$ cat src/rtl/led_pattern_sequencer_if.sv
// Command handshake (valid/ready plus pattern mode) between a controller
// and the LED pattern sequencer.
interface led_pattern_sequencer_if;
  logic       cmd_valid;
  logic [1:0] cmd_mode;
  logic       cmd_ready;

  modport master (
    output cmd_valid,
    output cmd_mode,
    input  cmd_ready
  );

  modport slave (
    input  cmd_valid,
    input  cmd_mode,
    output cmd_ready
  );
endinterface

$ cat src/rtl/led_pattern_sequencer.sv
// Steps a selectable LED pattern once per rising edge of a slow, asynchronous
// tick, with repeat counting, pause and a valid/ready command interface.
module led_pattern_sequencer #(
  parameter int LED_W       = 8,
  parameter int SYNC_STAGES = 2,
  parameter int REPEAT      = 0
) (
  input  logic                   clk_in,
  input  logic                   rst_n,
  input  logic                   tick_in,
  led_pattern_sequencer_if.slave cmd,
  input  logic                   run_en,
  output logic [LED_W-1:0]       led,
  output logic                   step_pulse,
  output logic                   busy,
  output logic                   done
);

  localparam int CNT_W = (REPEAT < 1) ? 1 : $clog2(REPEAT + 1);
  localparam logic [CNT_W:0] REP_VAL = (CNT_W + 1)'(REPEAT);
  localparam logic [CNT_W-1:0] CNT_MAX = '1;

  typedef enum logic [1:0] {
    ST_IDLE,
    ST_LOAD,
    ST_RUN,
    ST_PAUSE
  } state_t;

  // tick_in is a level from another clock: resynchronise, then edge-detect
  logic [SYNC_STAGES-1:0] sync_q, sync_d;
  logic                   edge_q, edge_d;
  logic                   step_q, step_d;

  state_t           state_q, state_d;
  logic [1:0]       mode_q, mode_d;
  logic [LED_W-1:0] led_q, led_d;
  logic [CNT_W-1:0] cnt_q, cnt_d;
  logic             done_q, done_d;

  logic             accept;
  logic             ready_w;
  logic [LED_W-1:0] init_led;
  logic [LED_W-1:0] adv_led;
  logic [CNT_W:0]   cnt_plus;

  always_comb begin
    sync_d = {sync_q[SYNC_STAGES-2:0], tick_in};
    edge_d = sync_q[SYNC_STAGES-1];
    step_d = sync_q[SYNC_STAGES-1] & ~edge_q;
  end

  always_ff @(posedge clk_in or negedge rst_n) begin
    if (!rst_n) begin
      sync_q <= '0;
      edge_q <= 1'b0;
      step_q <= 1'b0;
    end else begin
      sync_q <= sync_d;
      edge_q <= edge_d;
      step_q <= step_d;
    end
  end

  always_comb begin
    init_led = '0;
    case (mode_q)
      2'd1:    init_led = '1;
      2'd2:    init_led = {{(LED_W-1){1'b0}}, 1'b1};
      default: init_led = '0;
    endcase
  end

  always_comb begin
    adv_led = led_q;
    case (mode_q)
      2'd1:    adv_led = ~led_q;
      2'd2:    adv_led = {led_q[LED_W-2:0], led_q[LED_W-1]};
      2'd3:    adv_led = led_q + LED_W'(1);
      default: adv_led = led_q;
    endcase
  end

  assign cnt_plus = {1'b0, cnt_q} + (CNT_W + 1)'(1);
  assign ready_w  = (state_q != ST_LOAD);
  assign accept   = cmd.cmd_valid & ready_w;

  // A new command always wins over a coincident step and aborts the pattern
  always_comb begin
    state_d = state_q;
    mode_d  = mode_q;
    led_d   = led_q;
    cnt_d   = cnt_q;
    done_d  = 1'b0;
    if (accept) begin
      mode_d  = cmd.cmd_mode;
      state_d = ST_LOAD;
    end else begin
      case (state_q)
        ST_LOAD: begin
          led_d = init_led;
          cnt_d = '0;
          if (mode_q == 2'd0) begin
            state_d = ST_IDLE;
          end else if (run_en) begin
            state_d = ST_RUN;
          end else begin
            state_d = ST_PAUSE;
          end
        end
        ST_RUN: begin
          if (!run_en) begin
            state_d = ST_PAUSE;
          end else if (step_q) begin
            led_d = adv_led;
            // Returning to the start value marks one complete period
            if (adv_led == init_led) begin
              if (cnt_q != CNT_MAX) begin
                cnt_d = cnt_plus[CNT_W-1:0];
              end
              if ((REPEAT != 0) && (cnt_plus == REP_VAL)) begin
                done_d  = 1'b1;
                state_d = ST_IDLE;
              end
            end
          end
        end
        ST_PAUSE: begin
          if (run_en) begin
            state_d = ST_RUN;
          end
        end
        default: begin
          state_d = state_q;
        end
      endcase
    end
  end

  always_ff @(posedge clk_in or negedge rst_n) begin
    if (!rst_n) begin
      state_q <= ST_IDLE;
      mode_q  <= 2'd0;
      led_q   <= '0;
      cnt_q   <= '0;
      done_q  <= 1'b0;
    end else begin
      state_q <= state_d;
      mode_q  <= mode_d;
      led_q   <= led_d;
      cnt_q   <= cnt_d;
      done_q  <= done_d;
    end
  end

  assign cmd.cmd_ready = ready_w;
  assign led           = led_q;
  assign step_pulse    = step_q;
  assign busy          = (state_q != ST_IDLE);
  assign done          = done_q;

endmodule

$ cat src/flat_wrapper.sv
// flat-port wrapper written by rule: the top's interface ports become plain ports
module led_pattern_sequencer_flat 
#(
  parameter int LED_W       = 8,
  parameter int SYNC_STAGES = 2,
  parameter int REPEAT      = 0
)
  (clk_in, rst_n, tick_in, run_en, led, step_pulse, busy, done, cmd_cmd_valid, cmd_cmd_mode, cmd_cmd_ready);
  led_pattern_sequencer_if cmd_i ();
  input  logic clk_in;
  input  logic rst_n;
  input  logic tick_in;
  input  logic run_en;
  output logic [LED_W-1:0] led;
  output logic step_pulse;
  output logic busy;
  output logic done;
  input wire logic [$bits(cmd_i.cmd_valid)-1:0] cmd_cmd_valid;
  input wire logic [$bits(cmd_i.cmd_mode)-1:0] cmd_cmd_mode;
  output wire logic [$bits(cmd_i.cmd_ready)-1:0] cmd_cmd_ready;
  assign cmd_i.cmd_valid = cmd_cmd_valid;
  assign cmd_i.cmd_mode = cmd_cmd_mode;
  assign cmd_cmd_ready = cmd_i.cmd_ready;
  led_pattern_sequencer #(.LED_W(LED_W), .SYNC_STAGES(SYNC_STAGES), .REPEAT(REPEAT)) u_core (.clk_in(clk_in), .rst_n(rst_n), .tick_in(tick_in), .cmd(cmd_i), .run_en(run_en), .led(led), .step_pulse(step_pulse), .busy(busy), .done(done));
endmodule
$ cat config.mk
export PLATFORM = sky130hd
export DESIGN_NAME = led_pattern_sequencer_flat
export DESIGN_NICKNAME = d
export VERILOG_FILES = /design/src/rtl/led_pattern_sequencer_if.sv /design/src/rtl/led_pattern_sequencer.sv /design/src/flat_wrapper.sv
export SDC_FILE = /design/constraint.sdc
export NUM_CORES = 1
export LEC_CHECK = 0
export BUFFER_PORTS_ARGS = -buffer_cell sky130_fd_sc_hd__buf_2
export CORE_ASPECT_RATIO = 0.6
export CORE_MARGIN = 2
export CORE_UTILIZATION = 33
export DETAILED_ROUTE_END_ITERATION = 16
export GPL_TIMING_DRIVEN = 0
export PLACE_DENSITY = 0.54
export SYNTH_ARGS = -nofsm -noshare
export SYNTH_HDL_FRONTEND = slang
export SYNTH_SLANG_ARGS = --single-unit
$ cat constraint.sdc
create_clock -name clk_in -period 6.09 [get_ports clk_in]
set_clock_uncertainty 0.2 [all_clocks]
set_input_delay 0.609 -clock clk_in [delete_from_list [all_inputs] [get_ports clk_in]]
set_output_delay 0.609 -clock clk_in [all_outputs]
set_load 0.02 [all_outputs]
# After elaboration in Yosys (flattened, before gate mapping)
# Index checks and enable logic that the tools add are counted.
# word_totals
register_bits,16
elab_cells,41
# classes
addsub,1
eq_ne,12
muxes,11
bitwise_logic,5
reduce_logical,6
# op_table
op,n
$pmux 8 s2,2
$pmux 8 s3,1
$mux 8,2
$add 8x1->8 const B,1
$eq 2x2->1 const B,4
$mux 2,4
$not 8->8,1
$ne 3x2->1 const B,2
$pmux 2 s3,1
$reduce_and 5->1,1
$eq 2x1->1 const B,2
$ne 2x1->1 const B,2
$ne 4x2->1 const B,1
$reduce_bool 2->1,2
$reduce_bool 4->1,1
$reduce_and 3->1,1
$and 1x1->1,2
$logic_not 2->1,1
$ne 2x2->1 const B,1
$not 1->1,2
$mux 1,1

# Depth between registers and ports, before layout
# depth
depth_word,5
depth_mapped,7
depth_no_buf,6

# Worst setup path before layout
# OpenSTA, ideal clock, no wires.
# synth_timing
path_type,reg-to-reg
start,register u_core.mode_q[0]
end,register u_core.led_q[5] (netlist: u_core.led[5])
setup_ps,71
arrival_time_ps,1706
required_time_ps,5819
setup_slack_ps,4113
stages_incl_launch_ff,7
cell_sequence,dfrtp_1 -> inv_1 -> ha_1 -> o311ai_1 -> a211o_1 -> or4_1 -> nand4_1
# synth_via
elab_chain_cells,5
word_cells_on_any_way,10
classes_between,4 x eq/ne; 5 x mux; 1 x reduce/logical
# synth_lines
element,line,text
start: declaration,led_pattern_sequencer.sv:36,"logic [1:0] mode_q, mode_d;"
start signal: assignment,led_pattern_sequencer.sv:149,mode_q <= mode_d;
$eq 2x2->1 (tied with other cells),led_pattern_sequencer.sv:76,case (mode_q)
$pmux 8 s3,led_pattern_sequencer.sv:76,
$mux 8,led_pattern_sequencer.sv:114,end else if (step_q) begin
$mux 8,led_pattern_sequencer.sv:112,if (!run_en) begin
$pmux 8 s2,led_pattern_sequencer.sv:99,case (state_q)
end signal: assignment,led_pattern_sequencer.sv:150,led_q <= led_d;
end: declaration,led_pattern_sequencer.sv:37,"logic [LED_W-1:0] led_q, led_d;"
# Several ways; a longest one is shown, not always the timed one. The select of a mux whose other input is x is not followed.
# A chain may end at the register's enable or synchronous reset.

# Worst setup path after layout
# layout_timing
start,register u_core.state_q[1]
end,register u_core.led_q[4] (netlist: u_core.led[4])
# layout_via
elab_chain_cells,4
word_cells_on_any_way,11
classes_between,6 x eq/ne; 1 x mux; 2 x bitwise; 2 x reduce/logical
# layout_lines
element,line,text
start: declaration,led_pattern_sequencer.sv:35,"state_t state_q, state_d;"
start signal: assignment,led_pattern_sequencer.sv:148,state_q <= state_d;
"parallel branches: the longest is 4 deep, another holds $reduce_and 5->1",n/a,
# Several ways; the timed one is not identified.

==> metrics.txt <==
Worst setup EP type=register; Highest Clock Rate=425.1 MHz; Critical Path Fanout Max=10; row count=15; area fraction of the dominant cell type after synthesis=38.51%; fillcell total=308; HPWL Detailed=1826 um; 1st-pass router iterations=4; Vias=906; initial antenna violation count=0; Design Area, Final=1232 sq um; initial DRC count=47; Area contributors post-synth=dfrtp_1 39%, ha_1 11%, nand2_1 4.7%; Nets=151; CTS tree=built; worst endpoint required time=6.00 ns; residual DRC count=0; Vert. Die Dim=47.48 um; # IOs=19; synthesized area=1040 sq um; DP Worst Slack=3.755 ns; Max IR drop VDD=208.6 uV; r2r setup slk=3.74 ns; Yosys top cell by area=dfrtp_1; syn avg cell area=9.201 sq um; global-route wire length before repair=4098 um; reg2reg path depth=6; GR Layer Usage met3=5.094%; Synth async-reset ratio=100.0%; residual overflow from global routing=0; PD cells=546.8 nW/um^2; final hold slack=0.06730 ns; global-route usage over all layers=15.12%; latest clock arrival within the worst-skew pair=0.25 ns; TritonCTS Buffers=3; RSZ-0062 raised after global routing=false; PortBufs=17; grt met2 use=23.89%; DIE AREA=3631 sq um; number of global-route vias before repair=860; r2r endpoint=u_core.led[4]$_DFFE_PN0P_; Post-Syn Instances=113; clock-pin slew on the worst setup and hold paths=0.06 ns; n_diodes=0; sequential cell area fraction in the yosys report=38.51%; EDFF count, synth=0; Core Region=2928 sq um; status=finished clean; synthesized net count=129; Leak=0.5614 nW; grt met1 use=20.45%; initial core utilization=35.51%; Final period util=38.63%; wire per inst=13.82 um; final setup violation count=0; share of layout cells above drive strength 1=20.15%; htree depth=1; setup TNS=0 ns; GRT busiest layer=met2; Synth Warn #=0; cts repair resizes=0; GP Congestion=0.7925; startpoint types=register; r2r startpoint=u_core.state_q[1]$_DFFE_PN0P_; Max-cap violations=0; Vias/cell=5.148; Post-DRT Antenna Nets=0; Area growth syn-to-layout=18.53%; final hold viol count=0; Most used DFF post-synth=dfrtp_1; Tmin final=2.352 ns; clk root buf=clkbuf_8; largest net degree at the start of global routing=17; headroom to the max-slew limit=66.55%; WS Path Type=register to register; Post-CTS Setup Bufs=0; Num Clock Sinks=16; Worst EP arrival=2.27 ns; synth unique cells=38; Post-Route WL=2432 um; Worst-Margin Slew=0.4999 ns; Hold Path Class=primary input to asynchronous set/reset pin; max-slew violations=0; hold buffer count at cts=0; final worst slack=3.738 ns; Die W=76.47 um; Post-DP Area=1177 sq um; #FFs+latches synth=16; Clock Tree Buf Depth=2
==> kinds of logic after synthesis <==
family | synth area share, %
AO/OA/AOI/OAI | 24.31
XOR/XNOR | 0.8425
adder cells (fa/ha/maj) | 10.83
buffers and inverters | 5.535
flip-flops | 38.51
multiplexers | 1.925
other | 0.3607
AND/OR/NAND/NOR | 17.69
==> cell usage after synthesis (2+ instances only) <==
| library cell | instances |
|---|---|
| a211o_1 | 2 |
| a21oi_1 | 4 |
| a22o_1 | 3 |
| a311oi_1 | 2 |
| clkbuf_1 | 4 |
| dfrtp_1 | 16 |
| ha_1 | 9 |
| inv_1 | 8 |
| mux2i_1 | 2 |
| nand2_1 | 13 |
| nand3_1 | 4 |
| nor2_1 | 4 |
| nor2b_1 | 3 |
| nor3_1 | 3 |
| o2111ai_1 | 2 |
| o211ai_1 | 3 |
| o21ai_0 | 5 |
| o21bai_1 | 2 |
| o311ai_0 | 2 |
| o31ai_1 | 2 |
| or2_2 | 3 |
==> final cells by class <==
| type | count | area (sq um) | share of cell area, % |
|---|---|---|---|
| timing repair buffer | 17 | 85.08 | 6.904 |
| multi-input combinational | 83 | 581.8 | 47.21 |
| clock buffer | 4 | 55.05 | 4.467 |
| sequential | 16 | 400.4 | 32.49 |
| tap | 42 | 52.55 | 4.264 |
| inverter | 8 | 30.03 | 2.437 |
| buffer | 6 | 27.53 | 2.234 |
==> how the worst max path moves through the flow <==
stage                                             start                   endpoint  slack, ns  cells after the start
after floorplan            u_core.mode_q[0]$_DFFE_PN0N_  u_core.led[5]$_DFFE_PN0P_       4.11                      6
after global placement    u_core.state_q[1]$_DFFE_PN0P_  u_core.led[4]$_DFFE_PN0P_       3.82                      6
after detailed placement  u_core.state_q[1]$_DFFE_PN0P_  u_core.led[4]$_DFFE_PN0P_       3.76                      6
after CTS                 u_core.state_q[1]$_DFFE_PN0P_  u_core.led[4]$_DFFE_PN0P_       3.74                      6
after global routing      u_core.state_q[1]$_DFFE_PN0P_  u_core.led[0]$_DFFE_PN0P_       3.54                      7
final                     u_core.state_q[1]$_DFFE_PN0P_  u_core.led[4]$_DFFE_PN0P_       3.74                      6
==> worst max-delay path: stages, from the launching register on <==
cell	delay (ns)
dfrtp_1	0.44
inv_1	0.11
ha_1	0.24
nor2b_1	0.39
a211o_1	0.30
clkbuf_1	0.39
o31ai_1	0.15
==> report_power, final <==
group	internal (W)	switching [W]	leakage (nW)
clock network	0.0000574	0.0000365	0.0288
registers	0.000146	0.0000585	0.197
logic	0.000146	0.000229	0.335
==> per-stage QoR <==
step                 power, W  utilization [%]  instances
floorplan           0.0004712                -        113
detailed placement  0.0005794            40.21        172
global placement    0.0005712            40.21        172
global route        0.0007380            42.09        176
finish              0.0006739            42.09        176
CTS                 0.0006774            42.09        176
==> state kept, by name (all words and copies together), names as in the netlist <==
signal,flops
u_core.mode_q,2
u_core.edge_q,1
u_core.step_pulse,1
u_core.sync_q,2
u_core.state_q,2
u_core.led,8
==> routing by layer <==
layer | wire [um] | share of wire, %
met5 | 0 | 0
met4 | 8 | 0.33
met3 | 95 | 3.9
met2 | 1045 | 43
met1 | 1283 | 53
==> cell usage in the layout, fill, tap and decap left out, drive strengths merged, types with 4 or more instances in the layout <==
cell    synthesis  layout
buf             1      18
ha              9       9
inv             8       8
nor2            4       4
clkbuf          5       9
dfrtp          16      16
nand2          13      13
nand3           5       5
o21ai           5       5
a21oi           4       4
(Power assumes the default switching activity.)
